--- config.mk ---
export PLATFORM = sky130hd
export DESIGN_NAME = led_gpio_periph_flat
export DESIGN_NICKNAME = d
export VERILOG_FILES = /design/src/rtl/led_gpio_periph_if.sv /design/src/rtl/led_gpio_periph.sv /design/src/flat_wrapper.sv
export SDC_FILE = /design/constraint.sdc
export NUM_CORES = 1
export LEC_CHECK = 0
export BUFFER_PORTS_ARGS = -buffer_cell sky130_fd_sc_hd__buf_2
export CAP_MARGIN = 40
export CORE_UTILIZATION = 55
export DETAILED_ROUTE_END_ITERATION = 8
export GPL_ROUTABILITY_DRIVEN = 0
export PLACE_DENSITY = 0.81
export SLEW_MARGIN = 40
export SYNTH_ARGS = -nofsm -noshare
export SYNTH_HDL_FRONTEND = slang
export SYNTH_SLANG_ARGS = --single-unit
--- constraint.sdc ---
create_clock -name clk -period 6 [get_ports clk]
set_clock_uncertainty 0.1 [all_clocks]
set_input_delay 0.3 -clock clk [delete_from_list [all_inputs] [get_ports clk]]
set_output_delay 0.3 -clock clk [all_outputs]
set_load 0.005 [all_outputs]
--- src/rtl/led_gpio_periph_if.sv ---
// Native CPU memory bus between the core (master) and a memory-mapped peripheral (slave).
interface led_gpio_periph_if;
    logic        mem_valid;
    logic [31:0] mem_addr;
    logic [31:0] mem_wdata;
    logic [3:0]  mem_wstrb;
    logic        mem_ready;
    logic [31:0] mem_rdata;

    modport master (
        output mem_valid, mem_addr, mem_wdata, mem_wstrb,
        input  mem_ready, mem_rdata
    );

    modport slave (
        input  mem_valid, mem_addr, mem_wdata, mem_wstrb,
        output mem_ready, mem_rdata
    );
endinterface

--- src/rtl/led_gpio_periph.sv ---
// LED peripheral: LED output register with set/clear/toggle aliases and a blink engine.
// state     | meaning
// ST_IDLE   | waiting for a selected request; accepts and performs it on the edge
// ST_RESP   | mem_ready high for this single cycle; requests are not re-accepted
module led_gpio_periph #(
    parameter logic [31:0] BASE_ADDR = 32'h0000_1000,
    parameter int          CNT_W     = 24
) (
    input  logic                     clk,
    input  logic                     resetn,
    led_gpio_periph_if.slave         bus,
    output logic [3:0]               led
);
    typedef enum logic {ST_IDLE, ST_RESP} state_t;

    localparam logic [7:0] OFF_OUT    = 8'h00;
    localparam logic [7:0] OFF_SET    = 8'h04;
    localparam logic [7:0] OFF_CLR    = 8'h08;
    localparam logic [7:0] OFF_TGL    = 8'h0C;
    localparam logic [7:0] OFF_PERIOD = 8'h10;
    localparam logic [7:0] OFF_MASK   = 8'h14;
    localparam logic [7:0] OFF_CNT    = 8'h18;

    state_t             state_q, state_d;
    logic [3:0]         led_q, led_d;
    logic [3:0]         mask_q, mask_d;
    logic [CNT_W-1:0]   period_q, period_d;
    logic [CNT_W-1:0]   cnt_q, cnt_d;
    logic [31:0]        rdata_q, rdata_d;

    logic               sel;
    logic               accept;
    logic               wr;
    logic               wr_lo;
    logic               tick;
    logic [7:0]         offset;
    logic [3:0]         base;
    logic [31:0]        rd_val;
    logic [31:0]        period_wide;
    logic               unused_bits;

    always_comb begin
        sel    = bus.mem_valid && (bus.mem_addr[31:8] == BASE_ADDR[31:8]);
        offset = bus.mem_addr[7:0];
        accept = (state_q == ST_IDLE) && sel;
        wr     = accept && (bus.mem_wstrb != 4'b0000);
        wr_lo  = wr && bus.mem_wstrb[0];
        tick   = (period_q != '0) && (cnt_q == period_q - CNT_W'(1));
        base   = tick ? (led_q ^ mask_q) : led_q;
    end

    // Read value reflects register contents before any tick on the accepting edge.
    always_comb begin
        rd_val = '0;
        case (offset)
            OFF_OUT:    rd_val[3:0]       = led_q;
            OFF_PERIOD: rd_val[CNT_W-1:0] = period_q;
            OFF_MASK:   rd_val[3:0]       = mask_q;
            OFF_CNT:    rd_val[CNT_W-1:0] = cnt_q;
            default:    rd_val = '0;
        endcase
    end

    always_comb begin
        period_wide = '0;
        period_wide[CNT_W-1:0] = period_q;
        for (int b = 0; b < 3; b++) begin
            if (bus.mem_wstrb[b]) begin
                period_wide[8*b +: 8] = bus.mem_wdata[8*b +: 8];
            end
        end
    end

    assign unused_bits = ^{period_wide[31:CNT_W], bus.mem_wdata[31:24]};

    always_comb begin
        state_d  = state_q;
        led_d    = base;
        mask_d   = mask_q;
        period_d = period_q;
        rdata_d  = '0;
        if (period_q == '0 || tick) begin
            cnt_d = '0;
        end else begin
            cnt_d = cnt_q + CNT_W'(1);
        end

        case (state_q)
            ST_IDLE: begin
                if (accept) begin
                    state_d = ST_RESP;
                    rdata_d = rd_val;
                    if (wr && offset == OFF_PERIOD) begin
                        period_d = period_wide[CNT_W-1:0];
                        cnt_d    = '0;
                    end
                    if (wr_lo) begin
                        case (offset)
                            OFF_OUT:  led_d  = bus.mem_wdata[3:0];
                            OFF_SET:  led_d  = base | bus.mem_wdata[3:0];
                            OFF_CLR:  led_d  = base & ~bus.mem_wdata[3:0];
                            OFF_TGL:  led_d  = base ^ bus.mem_wdata[3:0];
                            OFF_MASK: mask_d = bus.mem_wdata[3:0];
                            default:  led_d  = base;
                        endcase
                    end
                end
            end
            ST_RESP: begin
                state_d = ST_IDLE;
            end
            default: begin
                state_d = ST_IDLE;
            end
        endcase
    end

    always_ff @(posedge clk or negedge resetn) begin
        if (!resetn) begin
            state_q  <= ST_IDLE;
            led_q    <= '0;
            mask_q   <= '0;
            period_q <= '0;
            cnt_q    <= '0;
            rdata_q  <= '0;
        end else begin
            state_q  <= state_d;
            led_q    <= led_d;
            mask_q   <= mask_d;
            period_q <= period_d;
            cnt_q    <= cnt_d;
            rdata_q  <= rdata_d;
        end
    end

    assign bus.mem_ready = (state_q == ST_RESP);
    assign bus.mem_rdata = rdata_q;
    assign led           = led_q;
endmodule

--- src/flat_wrapper.sv ---
// flat-port wrapper written by rule: the top's interface ports become plain ports
module led_gpio_periph_flat 
#(
    parameter logic [31:0] BASE_ADDR = 32'h0000_1000,
    parameter int          CNT_W     = 24
)
  (clk, resetn, led, bus_mem_valid, bus_mem_addr, bus_mem_wdata, bus_mem_wstrb, bus_mem_ready, bus_mem_rdata);
  led_gpio_periph_if bus_i ();
  input  logic clk;
  input  logic resetn;
  output logic [3:0] led;
  input wire logic [$bits(bus_i.mem_valid)-1:0] bus_mem_valid;
  input wire logic [$bits(bus_i.mem_addr)-1:0] bus_mem_addr;
  input wire logic [$bits(bus_i.mem_wdata)-1:0] bus_mem_wdata;
  input wire logic [$bits(bus_i.mem_wstrb)-1:0] bus_mem_wstrb;
  output wire logic [$bits(bus_i.mem_ready)-1:0] bus_mem_ready;
  output wire logic [$bits(bus_i.mem_rdata)-1:0] bus_mem_rdata;
  assign bus_i.mem_valid = bus_mem_valid;
  assign bus_i.mem_addr = bus_mem_addr;
  assign bus_i.mem_wdata = bus_mem_wdata;
  assign bus_i.mem_wstrb = bus_mem_wstrb;
  assign bus_mem_ready = bus_i.mem_ready;
  assign bus_mem_rdata = bus_i.mem_rdata;
  led_gpio_periph #(.BASE_ADDR(BASE_ADDR), .CNT_W(CNT_W)) u_core (.clk(clk), .resetn(resetn), .bus(bus_i), .led(led));
endmodule
==> impl_metrics.sql, run 1 <==
INSERT INTO impl_metrics (metric_group, metric, value, unit) VALUES
('status', 'run_status', 'complete, no violations', ''),
('routing', 'routed_wirelength', '11600', 'um'),
('cells_and_area', 'drive_above_1_share', '27.1', '%'),
('clocking', 'clockRootBuffer', 'sky130_fd_sc_hd__clkbuf_8', ''),
('job', 'max_cap_viol_count', '0', ''),
('worst_setup_path', 'timing.critical_path.required', '6110', 'ps'),
('floorplanning', 'die_area', '0.00918', 'sq mm'),
('clocking', 'clock-sinks', '81', ''),
('timing', 'worst_pin_slew', '824', 'ps'),
('routing', 'detailedRoute.firstIterationViolations', '304', ''),
('clocking', 'tritoncts', 'yes', ''),
('timing', 'timing_hold_violations_final', '0', ''),
('cells_and_area', 'fin_util', '66.1', '%'),
('floorplanning', 'floorplan.io_pins', '108', ''),
('placement', 'hpwlAfterDp', '8500', 'um'),
('global_routing', 'grt_pass1_vias', '3851', ''),
('cells_and_area', 'layout-area-overhead-vs-synth', '14.4', '%'),
('synth', 'synth_area_in_compound_gates', '9.61', '%'),
('timing', 'post-route-min-period', '4540', 'ps'),
('synth', 'post_synth_num_cell_types', '54', ''),
('routing', 'antenna_violating_nets_post_route', '0', ''),
('worst_setup_path', 'timing.critical_path.fanout_max', '9', ''),
('synth', 'postSynthCellCount', '495', ''),
('timing', 'report.final.slew_viol_count', '0', ''),
('routing', 'routedWlPerCell', '17.0', 'um'),
('synth', 'dominant_combinational_cell_family_by_area_after_synthesis', 'simple AND/OR/NAND/NOR gates', ''),
('routing', 'routed_via_density', '5.91', ''),
('floorplanning', 'num_rows', '33', ''),
('timing', 'worst_slew_margin_rel', '45.0', '%'),
('floorplanning', 'core_ar', '0.00838', 'sq mm'),
('routing', 'drc', '0', ''),
('synth', 'muxShareOfSynthArea', '8.58', '%'),
('global_routing', 'grt_usage', '26.7', '%'),
('placement', 'port_buffers', '91', ''),
('synth', 'synth_top_flop_cell', 'sky130_fd_sc_hd__dfrtp_1', ''),
('power', 'power.density_cell_area', '182', 'mW/mm^2'),
('synth', 'ys_warn_count', '0', ''),
('global_routing', 'grt_max_degree', '82', ''),
('worst_setup_path', 'worst_setup_path_end_kind', 'flip-flop', ''),
('cells_and_area', 'diodes', '0', ''),
('timing', 'rsz0062_at_grt', 'no', ''),
('floorplanning', 'start_util', '57.8', '%'),
('worst_hold_path', 'hold_path.class', 'input port to flip-flop', ''),
('synth', 'synth_adder_area_share', '2.84', '%'),
('synth', 'simple_gate_share_of_the_synthesized_area', '22.3', '%'),
('clocking', 'clock_tree.buffer_depth', '2', ''),
('cells_and_area', 'nets', '655', ''),
('cells_and_area', 'final_design_area_no_fill', '0.00554', 'sq mm'),
('global_routing', 'antenna_violations_before_repair', '0', ''),
('power', 'peakVddDrop', '0.114', 'mV'),
('clocking', 'cts_made_buffers', '9', ''),
('floorplanning', 'height_of_the_die', '95.8', 'um'),
('routing', 'via_count', '4022', ''),
('power', 'total_leakage_power', '2.52', 'nW'),
('timing', 'final_worst_path_cycle_share', '75.6', '%'),
('cells_and_area', 'layout.cells.most_common', 'sky130_fd_sc_hd__buf_2', ''),
('clocking', 'cts-resized-gates', '0', ''),
('worst_setup_path', 'crit_arrival', '4650', 'ps'),
('timing', 'final.setup.tns', '0', 'ps'),
('synth', 'syn_avg_cell_area', '9.78', 'sq um'),
('synth', 'synth_enable_flop_cells', '0', ''),
('timing', 'final.hold.worst_slack', '74.5', 'ps'),
('placement', 'placed_cell_area', '0.00533', 'sq mm'),
('synth', 'netlist_area_before_placement', '0.00484', 'sq mm'),
('synth', 'yosys.area_share.xor_xnor', '9.59', '%'),
('worst_setup_path', 'crit_path_category', 'flip-flop to flip-flop', ''),
('clocking', 'cts_h_tree_lvls', '3', ''),
('worst_setup_path', 'critical_path_start_type', 'flip-flop', ''),
('power', 'design_power_total', '1.01', 'mW'),
('synth', 'synthArstFlopShare', '100', '%'),
('cells_and_area', 'final_cell_mix', 'sky130_fd_sc_hd__buf_2, sky130_fd_sc_hd__dfrtp_1, sky130_fd_sc_hd__nor2_1', ''),
('floorplanning', 'die_width', '95.8', 'um'),
('clocking', 'path_clk_slew', '80', 'ps'),
('global_routing', 'grt.overflow.total', '0', ''),
('timing', 'report.final.setup_viol', '0', ''),
('synth', 'synth-seq-area-share', '41.9', '%'),
('routing', 'dr.pass1.iters', '5', ''),
('global_routing', 'grt_pass1_wl', '18500', 'um'),
('timing', 'achievable-frequency', '220', 'MHz'),
('synth', 'synth-seq-cells', '81', ''),
('clocking', 'clock_latency', '350', 'ps');
-- sequential cells by signal, summed over array words and instances, names as in the netlist --
signal / cells
u_core.bus.mem_ready: 1
u_core.period_q: 24
u_core.led: 4
u_core.mask_q: 4
u_core.cnt_q: 24
u_core.bus.mem_rdata: 24
-- stage by stage --
step	instances	setup WS, ps
CTS	681	1520
detailed placement	666	1540
global route	681	1290
global placement	662	1650
floorplan	502	1760
finish	681	1460
-- power by group --
part	total (mW)	internal [mW]	switching, mW
combinational	0.0481	0.0226	0.0254
sequential	0.545	0.545	0.00000000337
clock	0.415	0.229	0.186
-- path summary, 6_finish.rpt --
| check | from | end | slack, ps | cells after the start |
|---|---|---|---|---|
| worst max-delay path | u_core.period_q[0]$_DFFE_PN0P_ | u_core.led[3]$_DFF_PN0_ | 1460 | 13 |
| worst min-delay path | bus_mem_wdata[6] | u_core.period_q[6]$_DFFE_PN0P_ | 70 | 2 |
| worst max register to register | u_core.period_q[0]$_DFFE_PN0P_ | u_core.led[3]$_DFF_PN0_ | 1460 | 13 |
| worst min register to register | u_core.mask_q[2]$_DFFE_PN0P_ | u_core.mask_q[2]$_DFFE_PN0P_ | 470 | 1 |
| max in group asynchronous | resetn | u_core.cnt_q[8]$_DFF_PN0_ | 4850 | 2 |
| min in group asynchronous | resetn | u_core.bus.mem_rdata[16]$_DFF_PN0_ | 450 | 2 |
-- logic make-up after synthesis --
| family | after synthesis |
|---|---|
| AOI/OAI and AO/OA | 61 |
| xor gates and xnor gates | 53 |
| adders and majority gates | 11 |
| buffers and inverters | 53 |
| DFF | 81 |
| muxes | 33 |
| other | 1 |
| and+or+nand+nor | 202 |
-- routing by layer --
layer	GRT usage [%]	vias up	share of wire, %
met1	35.7	1960	43
met3	4.66	21	5.8
met2	43.0	138	49
met4	10.8	0	1.7
li1	-	1903	-
met5	0	-	0
-- cell usage after synthesis (3+ instances only) --
| cell | number | share of area, % |
|---|---|---|
| sky130_fd_sc_hd__a21oi_1 | 3 | 0.31 |
| sky130_fd_sc_hd__a222oi_1 | 4 | 0.83 |
| sky130_fd_sc_hd__a22oi_1 | 22 | 3.4 |
| sky130_fd_sc_hd__a31oi_1 | 5 | 0.65 |
| sky130_fd_sc_hd__and2_1 | 5 | 0.65 |
| sky130_fd_sc_hd__and3_1 | 6 | 0.78 |
| sky130_fd_sc_hd__buf_2 | 3 | 0.31 |
| sky130_fd_sc_hd__buf_4 | 8 | 1.2 |
| sky130_fd_sc_hd__clkbuf_1 | 22 | 1.7 |
| sky130_fd_sc_hd__dfrtp_1 | 81 | 42 |
| sky130_fd_sc_hd__ha_1 | 11 | 2.8 |
| sky130_fd_sc_hd__inv_1 | 16 | 1.2 |
| sky130_fd_sc_hd__mux2_2 | 28 | 6.5 |
| sky130_fd_sc_hd__mux4_2 | 4 | 1.9 |
| sky130_fd_sc_hd__nand2_1 | 26 | 2.0 |
| sky130_fd_sc_hd__nand2b_1 | 5 | 0.65 |
| sky130_fd_sc_hd__nand3_1 | 13 | 1.3 |
| sky130_fd_sc_hd__nand3b_1 | 5 | 0.78 |
| sky130_fd_sc_hd__nand4_1 | 13 | 1.7 |
| sky130_fd_sc_hd__nor2_1 | 68 | 5.3 |
| sky130_fd_sc_hd__nor2b_1 | 4 | 0.52 |
| sky130_fd_sc_hd__nor3_1 | 9 | 0.93 |
| sky130_fd_sc_hd__nor3b_1 | 3 | 0.47 |
| sky130_fd_sc_hd__nor4_1 | 15 | 1.9 |
| sky130_fd_sc_hd__nor4b_1 | 3 | 0.54 |
| sky130_fd_sc_hd__o21ai_0 | 8 | 0.83 |
| sky130_fd_sc_hd__o31ai_1 | 5 | 0.78 |
| sky130_fd_sc_hd__or2_2 | 3 | 0.39 |
| sky130_fd_sc_hd__or3_1 | 4 | 0.52 |
| sky130_fd_sc_hd__or4_1 | 7 | 1.1 |
| sky130_fd_sc_hd__or4_4 | 6 | 1.4 |
| sky130_fd_sc_hd__xnor2_1 | 30 | 5.4 |
| sky130_fd_sc_hd__xor2_1 | 23 | 4.2 |
-- timing repair --
item	4_1_cts	5_1_grt
hold endpoints to repair	81	0
hold buffers	1	0
buffers inserted	0	0
-- critical path, cell delays in order, from the launching register on --
cell and delay, ps:
sky130_fd_sc_hd__dfrtp_1 480, sky130_fd_sc_hd__inv_1 140, sky130_fd_sc_hd__ha_1 300, sky130_fd_sc_hd__or2b_1 300
sky130_fd_sc_hd__or3_4 390, sky130_fd_sc_hd__nor4b_2 270, sky130_fd_sc_hd__o211ai_1 140, sky130_fd_sc_hd__or4_4 640
sky130_fd_sc_hd__or4_4 520, sky130_fd_sc_hd__and2_1 180, sky130_fd_sc_hd__ha_1 280, sky130_fd_sc_hd__mux4_2 470
sky130_fd_sc_hd__nor2_1 100, sky130_fd_sc_hd__a31oi_1 60
-- cell type report --
type / instances / area [sq um]
Clock buffer: 10 / 128
Clock inverter: 4 / 70.1
Fill cell: 682 / 2840
Tap cell: 105 / 131
Multi-Input combinational cell: 368 / 2610
Sequential cell: 81 / 2030
Inverter: 16 / 60.1
Timing Repair Buffer: 97 / 513
No activity file was read; power rests on OpenSTA's default activity.
==> run 2, diff against run 1 <==
CORE_UTILIZATION = 50   (was 55)
PLACE_DENSITY = 0.77   (was 0.81)
clock period = 3.6 ns   (was 6 ns; I/O delays follow)
==> impl_metrics.sql, run 2 (synthesis results as in run 1) <==
INSERT INTO impl_metrics (metric_group, metric, value, unit) VALUES
('status', 'run_status', 'complete, but fails checks', ''),
('status', 'failing_checks', 'setup timing', ''),
('timing', 'final.setup.tns', '-1900', 'ps'),
('power', 'total_leakage_power', '2.90', 'nW'),
('placement', 'detailedPlace.worstSlack', '-509', 'ps'),
('timing', 'rsz0062_at_grt', 'yes', ''),
('timing', 'final.setup.worst_slack', '-510', 'ps'),
('worst_setup_path', 'timing.critical_path.fanout_max', '6', ''),
('floorplanning', 'floorplan.io_pins', '108', ''),
('power', 'peakVddDrop', '0.181', 'mV'),
('worst_setup_path', 'critical_path_start_type', 'flip-flop', ''),
('worst_setup_path', 'worst_setup_path_end_kind', 'flip-flop', ''),
('clocking', 'cts_made_buffers', '9', ''),
('timing', 'achievable-frequency', '243', 'MHz'),
('global_routing', 'grt_usage', '26.8', '%'),
('floorplanning', 'die_area', '0.0101', 'sq mm'),
('routing', 'dr.pass1.iters', '5', ''),
('routing', 'via_count', '4442', ''),
('clocking', 'path_clk_slew', '80', 'ps'),
('job', 'max_cap_viol_count', '0', ''),
('placement', 'hpwlAfterDp', '9520', 'um'),
('routing', 'routed_wirelength', '13200', 'um'),
('timing', 'post-route-min-period', '4110', 'ps'),
('clocking', 'clock_latency', '360', 'ps'),
('cells_and_area', 'layout.cells.most_common', 'sky130_fd_sc_hd__buf_2', ''),
('routing', 'detailedRoute.firstIterationViolations', '320', ''),
('floorplanning', 'die_width', '100', 'um'),
('clocking', 'tritoncts', 'yes', ''),
('floorplanning', 'height_of_the_die', '100', 'um'),
('clocking', 'clockRootBuffer', 'sky130_fd_sc_hd__clkbuf_8', ''),
('placement', 'port_buffers', '91', ''),
('timing', 'final_worst_path_cycle_share', '114', '%'),
('power', 'power.density_cell_area', '256', 'mW/mm^2'),
('timing', 'report.final.slew_viol_count', '0', ''),
('floorplanning', 'num_rows', '35', ''),
('timing', 'worst_slew_margin_rel', '41.1', '%'),
('cells_and_area', 'final_cell_mix', 'sky130_fd_sc_hd__buf_2, sky130_fd_sc_hd__dfrtp_1, sky130_fd_sc_hd__nor2_1', ''),
('floorplanning', 'core_ar', '0.00933', 'sq mm'),
('worst_setup_path', 'timing.reg2reg.setup_slack', '-510', 'ps'),
('cells_and_area', 'diodes', '0', ''),
('routing', 'antenna_violating_nets_post_route', '0', ''),
('routing', 'routed_via_density', '5.64', ''),
('clocking', 'clock-sinks', '81', ''),
('global_routing', 'grt_max_degree', '82', ''),
('cells_and_area', 'layout-area-overhead-vs-synth', '31.3', '%'),
('global_routing', 'antenna_violations_before_repair', '0', ''),
('clocking', 'clock_tree.buffer_depth', '2', ''),
('routing', 'drc', '0', ''),
('worst_hold_path', 'hold_path.class', 'input port to flip-flop', ''),
('timing', 'timing_hold_violations_final', '0', ''),
('cells_and_area', 'nets', '736', ''),
('cells_and_area', 'drive_above_1_share', '35.4', '%'),
('clocking', 'cts_h_tree_lvls', '3', ''),
('routing', 'routedWlPerCell', '16.7', 'um'),
('floorplanning', 'start_util', '51.9', '%'),
('global_routing', 'grt.overflow.total', '0', ''),
('worst_setup_path', 'crit_path_category', 'flip-flop to flip-flop', ''),
('worst_setup_path', 'timing.critical_path.required', '3730', 'ps'),
('timing', 'report.final.setup_viol', '4', ''),
('global_routing', 'grt_pass1_wl', '20800', 'um'),
('worst_setup_path', 'crit_arrival', '4240', 'ps'),
('global_routing', 'grt_pass1_vias', '4286', ''),
('timing', 'worst_pin_slew', '884', 'ps');
==> run 2: changes by cell type in the layout (fill, tap and decap cells not counted), sizes merged <==
cell         delta
clkbuf          +1
clkinvlp        +2
bufinv          -2
buf            +57
dlygate4sd3    +24
==> run 2: timing repair <==
item                                   4_1_cts  5_1_grt
pin swaps                                    2        2
hold buffers                                25        0
resized for setup                            2       15
buffers inserted                             1        2
setup endpoints to repair                    4        4
endpoints found under the hold margin      105        0
==> run 2: layout make-up <==
type                            count  area [sq um]
Sequential cell                    81          2030
Inverter                           16          60.1
Clock inverter                      4          28.8
Tap cell                          129           161
Timing Repair Buffer              178          1180
Fill cell                         727          2970
Clock buffer                       11           151
Multi-Input combinational cell    368          2740
==> run 2: power breakdown <==
| part | internal, mW | switching (mW) | leakage, nW |
|---|---|---|---|
| Clock | 0.284 | 0.331 | 0.0874 |
| Sequential | 0.909 | 0.00000000490 | 1.11 |
| Combinational | 0.0549 | 0.0492 | 1.70 |
| Total | 1.25 | 0.381 | 2.90 |
==> run 2: per-stage QoR <==
stage	utilization [%]	power [mW]	hold WS (ps)	instance area [sq um]	cells
after floorplan	-	0.958	-216	4960	502
after global placement	62.5	1.01	302	5830	744
after detailed placement	62.5	1.01	176	5830	744
after CTS	67.3	1.64	265	6280	785
after global routing	68.2	1.69	299	6360	787
final	68.2	1.63	278	6360	787
==> run 2: final timing paths <==
kind | startpoint | endpoint | cells past startpoint
max | u_core.period_q[4]$_DFFE_PN0P_ | u_core.led[2]$_DFF_PN0_ | 11
min | bus_mem_addr[4] | u_core.bus.mem_rdata[3]$_DFF_PN0_ | 4
max reg2reg | u_core.period_q[4]$_DFFE_PN0P_ | u_core.led[2]$_DFF_PN0_ | 11
min reg2reg | u_core.mask_q[0]$_DFFE_PN0P_ | u_core.mask_q[0]$_DFFE_PN0P_ | 1
max in group asynchronous | resetn | u_core.led[2]$_DFF_PN0_ | 2
min in group asynchronous | resetn | u_core.bus.mem_rdata[13]$_DFF_PN0_ | 2
==> run 2: worst max-delay path, stage by stage, from the launching register on <==
cell	delay [ps]
sky130_fd_sc_hd__dfrtp_1	390
sky130_fd_sc_hd__or4_4	590
sky130_fd_sc_hd__or3_4	420
sky130_fd_sc_hd__or3_1	400
sky130_fd_sc_hd__a22oi_2	290
sky130_fd_sc_hd__nand4_1	230
sky130_fd_sc_hd__or4_4	530
sky130_fd_sc_hd__and2_4	180
sky130_fd_sc_hd__ha_4	200
sky130_fd_sc_hd__mux4_2	470
sky130_fd_sc_hd__nor2_2	130
sky130_fd_sc_hd__a31oi_1	50
==> run 2: metal layers <==
metal / vias to the layer above / track usage [%] / part of all wire [%]
met1: 2147 / 35.8 / 43
li1: 2070 / - / -
met5: - / 0 / 0
met2: 196 / 43.2 / 48
met3: 29 / 4.60 / 6.3
met4: 0 / 11.3 / 2.8
